--- config.mk ---
export PLATFORM = sky130hd
export DESIGN_NAME = hex_display_regs
export DESIGN_NICKNAME = d
export VERILOG_FILES = /design/src/rtl/hex_display_pkg.sv /design/src/rtl/hex_display_regs_tick_gen.sv /design/src/rtl/hex_display_regs.sv
export SDC_FILE = /design/constraint.sdc
export NUM_CORES = 1
export LEC_CHECK = 0
export CORE_MARGIN = 1
export CORE_UTILIZATION = 45
export DETAILED_ROUTE_END_ITERATION = 10
export GPL_ROUTABILITY_DRIVEN = 0
export GPL_TIMING_DRIVEN = 1
export PLACE_DENSITY = 0.69
export RECOVER_POWER = 100
export SETUP_SLACK_MARGIN = 0.02
export SYNTH_ARGS = -nofsm -noshare
export SYNTH_HDL_FRONTEND = slang
export SYNTH_SLANG_ARGS = --single-unit
--- constraint.sdc ---
create_clock -name clk -period 9.1 [get_ports clk]
set_input_delay 1.365 -clock clk [delete_from_list [all_inputs] [get_ports clk]]
set_output_delay 1.365 -clock clk [all_outputs]
set_load 0.02 [all_outputs]
--- src/rtl/hex_display_pkg.sv ---
// ============================================================================
// Module : hex_display_pkg
// Brief  : Register map, CTRL layout and helpers for the hex display block.
// Rev    : 1.0 - initial release
// ============================================================================
`default_nettype none

package hex_display_pkg;

    localparam logic [1:0] ADDR_DATA      = 2'd0;
    localparam logic [1:0] ADDR_CTRL      = 2'd1;
    localparam logic [1:0] ADDR_BLINK_DIV = 2'd2;
    localparam logic [1:0] ADDR_STATUS    = 2'd3;

    localparam int NUM_DIGITS      = 6;
    localparam int CTRL_BLANK_LSB  = 0;
    localparam int CTRL_BLINK_LSB  = 8;
    localparam int CTRL_SCROLL_BIT = 16;
    localparam int CTRL_EN_BIT     = 31;

    typedef struct packed {
        logic                  en;
        logic                  scroll;
        logic [NUM_DIGITS-1:0] blink;
        logic [NUM_DIGITS-1:0] blank;
    } ctrl_t;

    localparam ctrl_t CTRL_RESET = '{en: 1'b1, scroll: 1'b0, blink: 6'd0, blank: 6'd0};

    function automatic logic [31:0] ctrl_to_word(input ctrl_t c);
        logic [31:0] w;
        w                                  = '0;
        w[CTRL_EN_BIT]                     = c.en;
        w[CTRL_SCROLL_BIT]                 = c.scroll;
        w[CTRL_BLINK_LSB +: NUM_DIGITS]    = c.blink;
        w[CTRL_BLANK_LSB +: NUM_DIGITS]    = c.blank;
        return w;
    endfunction

    function automatic ctrl_t word_to_ctrl(input logic [31:0] w);
        ctrl_t c;
        c.en     = w[CTRL_EN_BIT];
        c.scroll = w[CTRL_SCROLL_BIT];
        c.blink  = w[CTRL_BLINK_LSB +: NUM_DIGITS];
        c.blank  = w[CTRL_BLANK_LSB +: NUM_DIGITS];
        return c;
    endfunction

endpackage

`default_nettype wire

--- src/rtl/hex_display_regs_tick_gen.sv ---
// ============================================================================
// Module : hex_tick_gen
// Brief  : Blink prescaler; ticks every div+1 cycles and toggles the phase.
// Rev    : 1.0 - initial release
// ============================================================================
`default_nettype none

module hex_tick_gen #(
    parameter int DIV_W       = 26,
    parameter int DEFAULT_DIV = 25_000_000
) (
    input  logic             clk,
    input  logic             reset,
    input  logic [DIV_W-1:0] div,
    input  logic             load,
    output logic             tick,
    output logic             phase
);

    localparam logic [DIV_W-1:0] RESET_COUNT = DIV_W'(DEFAULT_DIV);

    logic [DIV_W-1:0] r_count;
    logic             r_phase;
    logic             w_div_zero;
    logic             w_count_zero;

    assign w_div_zero   = (div == '0);
    assign w_count_zero = (r_count == '0);
    // A reload from the bus suppresses a tick landing in the same cycle.
    assign tick         = !load && !w_div_zero && w_count_zero;
    assign phase        = r_phase;

    always_ff @(posedge clk or posedge reset) begin
        if (reset) begin
            r_count <= RESET_COUNT;
            r_phase <= 1'b1;
        end else if (load) begin
            r_count <= div;
            r_phase <= 1'b1;
        end else if (w_div_zero) begin
            r_count <= '0;
            r_phase <= 1'b1;
        end else if (w_count_zero) begin
            r_count <= div;
            r_phase <= ~r_phase;
        end else begin
            r_count <= r_count - 1'b1;
        end
    end

endmodule

`default_nettype wire

--- src/rtl/hex_display_regs.sv ---
// ============================================================================
// Module : hex_display_regs
// Brief  : Avalon-MM register block driving six seven-segment digits with
//          per-digit blank/blink. Optional digit scroll when HEX_SCROLL_EN.
// Rev    : 1.0 - initial release
// ============================================================================
`default_nettype none

module hex_display_regs #(
    parameter int DIV_W       = 26,
    parameter int DEFAULT_DIV = 25_000_000
) (
    input  logic        clk,
    input  logic        reset,
    input  logic [1:0]  avs_address,
    input  logic        avs_write,
    input  logic [31:0] avs_writedata,
    input  logic        avs_read,
    output logic [31:0] avs_readdata,
    output logic        avs_readdatavalid,
    output logic [23:0] pio_7_seg,
    output logic [5:0]  hex_blank
);

    import hex_display_pkg::*;

    localparam logic [DIV_W-1:0] RESET_DIV = DIV_W'(DEFAULT_DIV);

    logic [23:0]      r_data;
    ctrl_t            r_ctrl;
    logic [DIV_W-1:0] r_blink_div;
    logic [31:0]      r_readdata;
    logic             r_readdatavalid;
    logic [23:0]      r_pio;
    logic [5:0]       r_hex_blank;

    logic             w_wr_data;
    logic             w_wr_ctrl;
    logic             w_wr_div;
    logic [DIV_W-1:0] w_div_next;
    logic             w_tick;
    logic             w_phase;
    logic [31:0]      w_rdata;
    ctrl_t            w_ctrl_wr;

    assign w_wr_data  = avs_write && (avs_address == ADDR_DATA);
    assign w_wr_ctrl  = avs_write && (avs_address == ADDR_CTRL);
    assign w_wr_div   = avs_write && (avs_address == ADDR_BLINK_DIV);
    assign w_div_next = w_wr_div ? avs_writedata[DIV_W-1:0] : r_blink_div;

    always_comb begin
        w_ctrl_wr = word_to_ctrl(avs_writedata);
`ifndef HEX_SCROLL_EN
        w_ctrl_wr.scroll = 1'b0;
`endif
    end

    hex_tick_gen #(
        .DIV_W       (DIV_W),
        .DEFAULT_DIV (DEFAULT_DIV)
    ) u_tick_gen (
        .clk   (clk),
        .reset (reset),
        .div   (w_div_next),
        .load  (w_wr_div),
        .tick  (w_tick),
        .phase (w_phase)
    );

    always_ff @(posedge clk or posedge reset) begin
        if (reset) begin
            r_data      <= '0;
            r_ctrl      <= CTRL_RESET;
            r_blink_div <= RESET_DIV;
        end else begin
            if (w_wr_data) begin
                r_data <= avs_writedata[23:0];
            end
`ifdef HEX_SCROLL_EN
            // Bus write to DATA takes priority over a coincident rotate.
            else if (w_tick && r_ctrl.scroll) begin
                r_data <= {r_data[19:0], r_data[23:20]};
            end
`endif
            if (w_wr_ctrl) begin
                r_ctrl <= w_ctrl_wr;
            end
            if (w_wr_div) begin
                r_blink_div <= w_div_next;
            end
        end
    end

    always_comb begin
        w_rdata = '0;
        case (avs_address)
            ADDR_DATA:      w_rdata[23:0]      = r_data;
            ADDR_CTRL:      w_rdata            = ctrl_to_word(r_ctrl);
            ADDR_BLINK_DIV: w_rdata[DIV_W-1:0] = r_blink_div;
            ADDR_STATUS:    w_rdata[0]         = w_phase;
            default:        w_rdata            = '0;
        endcase
    end

    always_ff @(posedge clk or posedge reset) begin
        if (reset) begin
            r_readdata      <= '0;
            r_readdatavalid <= 1'b0;
            r_pio           <= '0;
            r_hex_blank     <= '0;
        end else begin
            r_readdatavalid <= avs_read;
            if (avs_read) begin
                r_readdata <= w_rdata;
            end
            r_pio       <= r_data;
            r_hex_blank <= {NUM_DIGITS{~r_ctrl.en}} | r_ctrl.blank
                           | (r_ctrl.blink & {NUM_DIGITS{~w_phase}});
        end
    end

    assign avs_readdata      = r_readdata;
    assign avs_readdatavalid = r_readdatavalid;
    assign pio_7_seg         = r_pio;
    assign hex_blank         = r_hex_blank;

endmodule

`default_nettype wire
# Yosys cells after proc, flatten, opt, wreduce, memory -nomap -nowiden
# Index checks and enable logic that the tools add are counted.
# word_totals
elab_cells,38
in_bits,38
register_bits,153
output_inout_bits,63
# classes
reduce_logical,7
muxes,11
n_eq_ne,3
bitwise_logic,5
addsub,1
# op_table
cell,count
26-bit 2-to-1 mux,4
23-bit case mux with 3 select lines,1
26-bit zero test,2
"26-bit by 1-bit subtractor with 26-bit output, second input constant",1
6-bit bitwise OR,2
6-bit bitwise AND,1
6-bit 2-to-1 mux,1
"2-bit == test, second input constant",2
1-bit case mux with 4 select lines,1
1-bit logical AND,3
1-bit 2-to-1 mux,3
3-bit nonzero test,1
"2-bit by 1-bit == test with 1-bit output, second input constant",1
2-bit zero test,1
2-bit 2-to-1 mux,1
1-bit inverter,2

# Depth between registers and ports, before layout
# depth
word_depth,6
ltp_mapped,8
ltp_nobuf,7

# Modules after synthesis
# Synthesis repeated with hierarchy kept, for this count alone.
# hier_totals
cells_unflattened,511
area_unflattened_um2,6662.6
# modules_own_cells
module,n_inst,area_each_um2,cells_each,seq_area_each_um2
hex_display_regs,1,5041.1,362,3044.2
hex_tick_gen,1,1621.6,149,691.9

# Least setup slack after synthesis
# No wires, ideal clock.
# synth_timing
kind,input to register
from,in avs_address[0]
to,reg r_data[0]
path_stages,4
setup_time_ps,125
required_ps,8975
path_slack_ps,6177
n_path_buf,2
arrival_ps,2798
path_cell_list,clkbuf_1 nor3b_1 clkbuf_1 mux2_2
# synth_via
elab_chain_len,2
# synth_rtl
element,line_no,source
from (decl),hex_display_regs.sv:15,"input logic [1:0] avs_address,"
2-bit zero test,hex_display_regs.sv:46,assign w_wr_data = avs_write && (avs_address == ADDR_DATA);
1-bit logical AND,hex_display_regs.sv:46,
to (signal assigned),hex_display_regs.sv:77,r_data <= avs_writedata[23:0];
to (decl),hex_display_regs.sv:29,logic [23:0] r_data;
# No other way between the ends.
# A chain may end at the register's enable or synchronous reset.

# Final worst setup path
# layout_timing
from,in avs_address[1]
to,reg r_data[12]
# Same word-level chain as after synthesis.

==> flow_summary.ini <==
[sta]
worst_slew_pin_slew_ps = 2755
fin_skew_ps = 7.562
finalSetupViolations = 0
slew_viol_final = 135
fin_crit_sh_pct = 58.11
slew_headroom_pct = -84.67
finalHoldViolCount = 0
fmax_ghz = 0.1891
fin_ws_ps = 3812
setup-tns-final_ps = 0
period_minus_slack_ps = 5288
rsz0062_at_grt = false

[drt]
wl_um = 15430
route.detailed.drc = 0
num_vias = 4716
ant_nets = 0
viasPerCell = 5.516
drt_iter0_markers = 363
firstDrtPassIters = 5
wl_per_cell_um = 18.05

[global_routing]
grt_first_pass_wirelength_um = 25240
grt_usage_pct = 22.82
grt_pass1_vias = 4827
grt-ovfl-total = 0
antenna_found_initial = 0
grt_max_degree = 85

[floorplan]
start_util_pct = 45.91
ios = 101
dieArea_um2 = 14590
die_x_um = 120.8
die_y_um = 120.8
rows = 43
core-area_um2 = 13830

[setup_path]
start_kind = primary input
crit_slowest_cell = nor3b_1
path_cells = dlygate4sd3_1 > clkbuf_1 > nor3b_1 > clkbuf_1 > mux2_2
r2r_cells = 7
critPathMaxFanout = 30
worstPathArrival_ps = 5580
crit_required_ps = 9390
critPathKind = in2reg
critPathCaptureType = flip-flop
path_buf_inv = 3
critPathTopFamily = buffers and inverters
cp_slowest_stage_delay_ps = 1510
worst_path_most_repeated_cell = clkbuf_1
worst-path-stages = 5

[cts]
path_clk_slew_ps = 60
cts_tree = built
clock_path_buffers = 2
cts_setup_buffers = 0
cts_sinks = 148
numCtsBuffers = 17
post_cts_resized = 0
htreeDepth = 4
cts_root_buffer = clkbuf_16
clk_latency_ps = 410
cts_hold_buf = 0

[synthesis]
synthesis.area_um2 = 6349
synthTopCellsByArea = dfrtp_1 48%, dfstp_2 11%, mux2_2 6.7%, nand2_1 5.3%, mux2i_1 4.4%
yosys_warnings = 0
yosysMostFrequentCell = dfrtp_1
synthCells = 574
yosysSeqAreaShare_pct = 58.85
ys.flop_type = dfrtp_1
synth_commonest_cells = 122 x dfrtp_1, 90 x nand2_1, 38 x mux2_2
synth_top_cell_by_area = dfrtp_1
synth_edf_count = 0
syn_area_per_cell_um2 = 11.06
synthDistinctLibCells = 48
synthArstFlopShare_pct = 100.0
synth_top_area_share_pct = 48.09
synth-seq-cells = 148

[layout]
layout-drive-gt1-share_pct = 14.52
n_antenna_cell = 0
fin_util_pct = 57.50
nets = 701
synthToLayoutAreaGrowth_pct = 25.23
final_cells = 855

[power_and_ir_drop]
switchingPower_uw = 583.5
leakagePower_nw = 3.437
p_comb_share_pct = 20.1
p_int_mw = 1.436
clock_power_share_pct = 34.3
peakVddDrop_uv = 152.9
power.density_nw_per_um2 = 254.0
p_sw_share_pct = 28.90
seqPwrFrac_pct = 45.6

[run]
maxCapViolCount = 3

[place]
portBuffers = 90
post-place-cells = 823
place_hpwl_um = 10490
dp_slack_ps = 5236

[outcome]
outcome = complete, but fails checks
violations = max-capacitance violations, max-slew violations

[min_path]
holdPathStages = 0
hold_class = reg2reg
-- placed cells by master, fill, tap and decap left out, drive strengths merged, types with 17 or more instances in the layout --
| cell | instances |
|---|---|
| inv | 17 |
| clkbuf | 32 |
| nand2 | 90 |
| clkdlybuf4s50 | 29 |
| mux2 | 38 |
| dfrtp | 122 |
| o21ai | 42 |
| mux2i | 28 |
| nor2 | 35 |
| a21oi | 24 |
| dfstp | 26 |
| dlygate4sd3 | 61 |
-- worst register-to-register path, stage by stage, from the launching register on --
cell and delay, ps:
dfrtp_1 400, inv_1 90, ha_1 200, nor3b_1 710
and2_1 280, nand4_1 630, and2_0 430, o31ai_1 240
-- kinds of logic (layout without fill, tap and decap cells) --
| logic type | Yosys count | count (layout) | synth area share [%] |
|---|---|---|---|
| and+or+nand+nor | 197 | 197 | 15.10 |
| DFF | 148 | 148 | 58.85 |
| AOI/OAI and AO/OA | 92 | 92 | 8.376 |
| muxes | 67 | 67 | 11.51 |
| buffers and inverters | 50 | 147 | 3.429 |
| xor gates and xnor gates | 18 | 18 | 2.483 |
| adders and majority gates | 1 | 1 | 0.1971 |
| other | 1 | 5 | 0.05907 |
-- layout make-up --
type                            instances  area (um^2)
Sequential cell                       148         3736
Inverter                               18        68.82
Clock buffer                           27        483.0
Fill cell                            1131         5877
Multi-Input combinational cell        380         2402
Clock inverter                          5        100.1
Timing Repair Buffer                   97        934.6
Tap cell                              180        225.2
-- power groups by stage --
| stage | sequential, mW | combinational [mW] | clock (mW) |
|---|---|---|---|
| 2_1_floorplan | 0.947 | 0.219 | 0 |
| 3_3_place_gp | 0.924 | 0.411 | 0 |
| 3_5_place_dp | 0.929 | 0.420 | 0 |
| 4_1_cts | 0.921 | 0.424 | 0.704 |
| 5_1_grt | 0.935 | 0.447 | 0.738 |
| 6_report | 0.920 | 0.406 | 0.693 |
-- through the flow --
| stage | cell area, um^2 | hold WS (ps) | power, mW |
|---|---|---|---|
| final | 7950 | 394.7 | 2.019 |
| after global routing | 7950 | 409.8 | 2.120 |
| after CTS | 7985 | 398.3 | 2.049 |
| after global placement | 7402 | 378.7 | 1.334 |
| after detailed placement | 7402 | 385.0 | 1.349 |
| after floorplan | 6364 | 366.0 | 1.166 |
-- state kept, by name, summed over array words and instances (netlist names) --
name / flops
avs_readdata: 27
avs_readdatavalid: 1
hex_blank: 6
pio_7_seg: 24
r_blink_div: 26
r_ctrl: 13
r_data: 24
u_tick_gen.phase: 1
u_tick_gen.r_count: 26
-- per-layer routing --
layer,wire (um),global-route usage [%],up-vias
li1,-,-,2169
met1,6807,29.98,2371
met2,7580,36.96,158
met3,838,5.472,18
met4,208,8.025,0
met5,0,0,-
-- worst paths after layout --
kind                                          to                  start  slack, ps
setup / recovery                      r_data[12]         avs_address[1]       3810
hold reg to reg                    pio_7_seg[14]             r_data[14]        390
max in group asynchronous  u_tick_gen.r_count[9]                  reset       4940
hold / removal                     pio_7_seg[14]             r_data[14]        390
min in group asynchronous           pio_7_seg[1]                  reset       2180
setup reg to reg           u_tick_gen.r_count[1]  u_tick_gen.r_count[0]       6040
(Power assumes the default switching activity.)
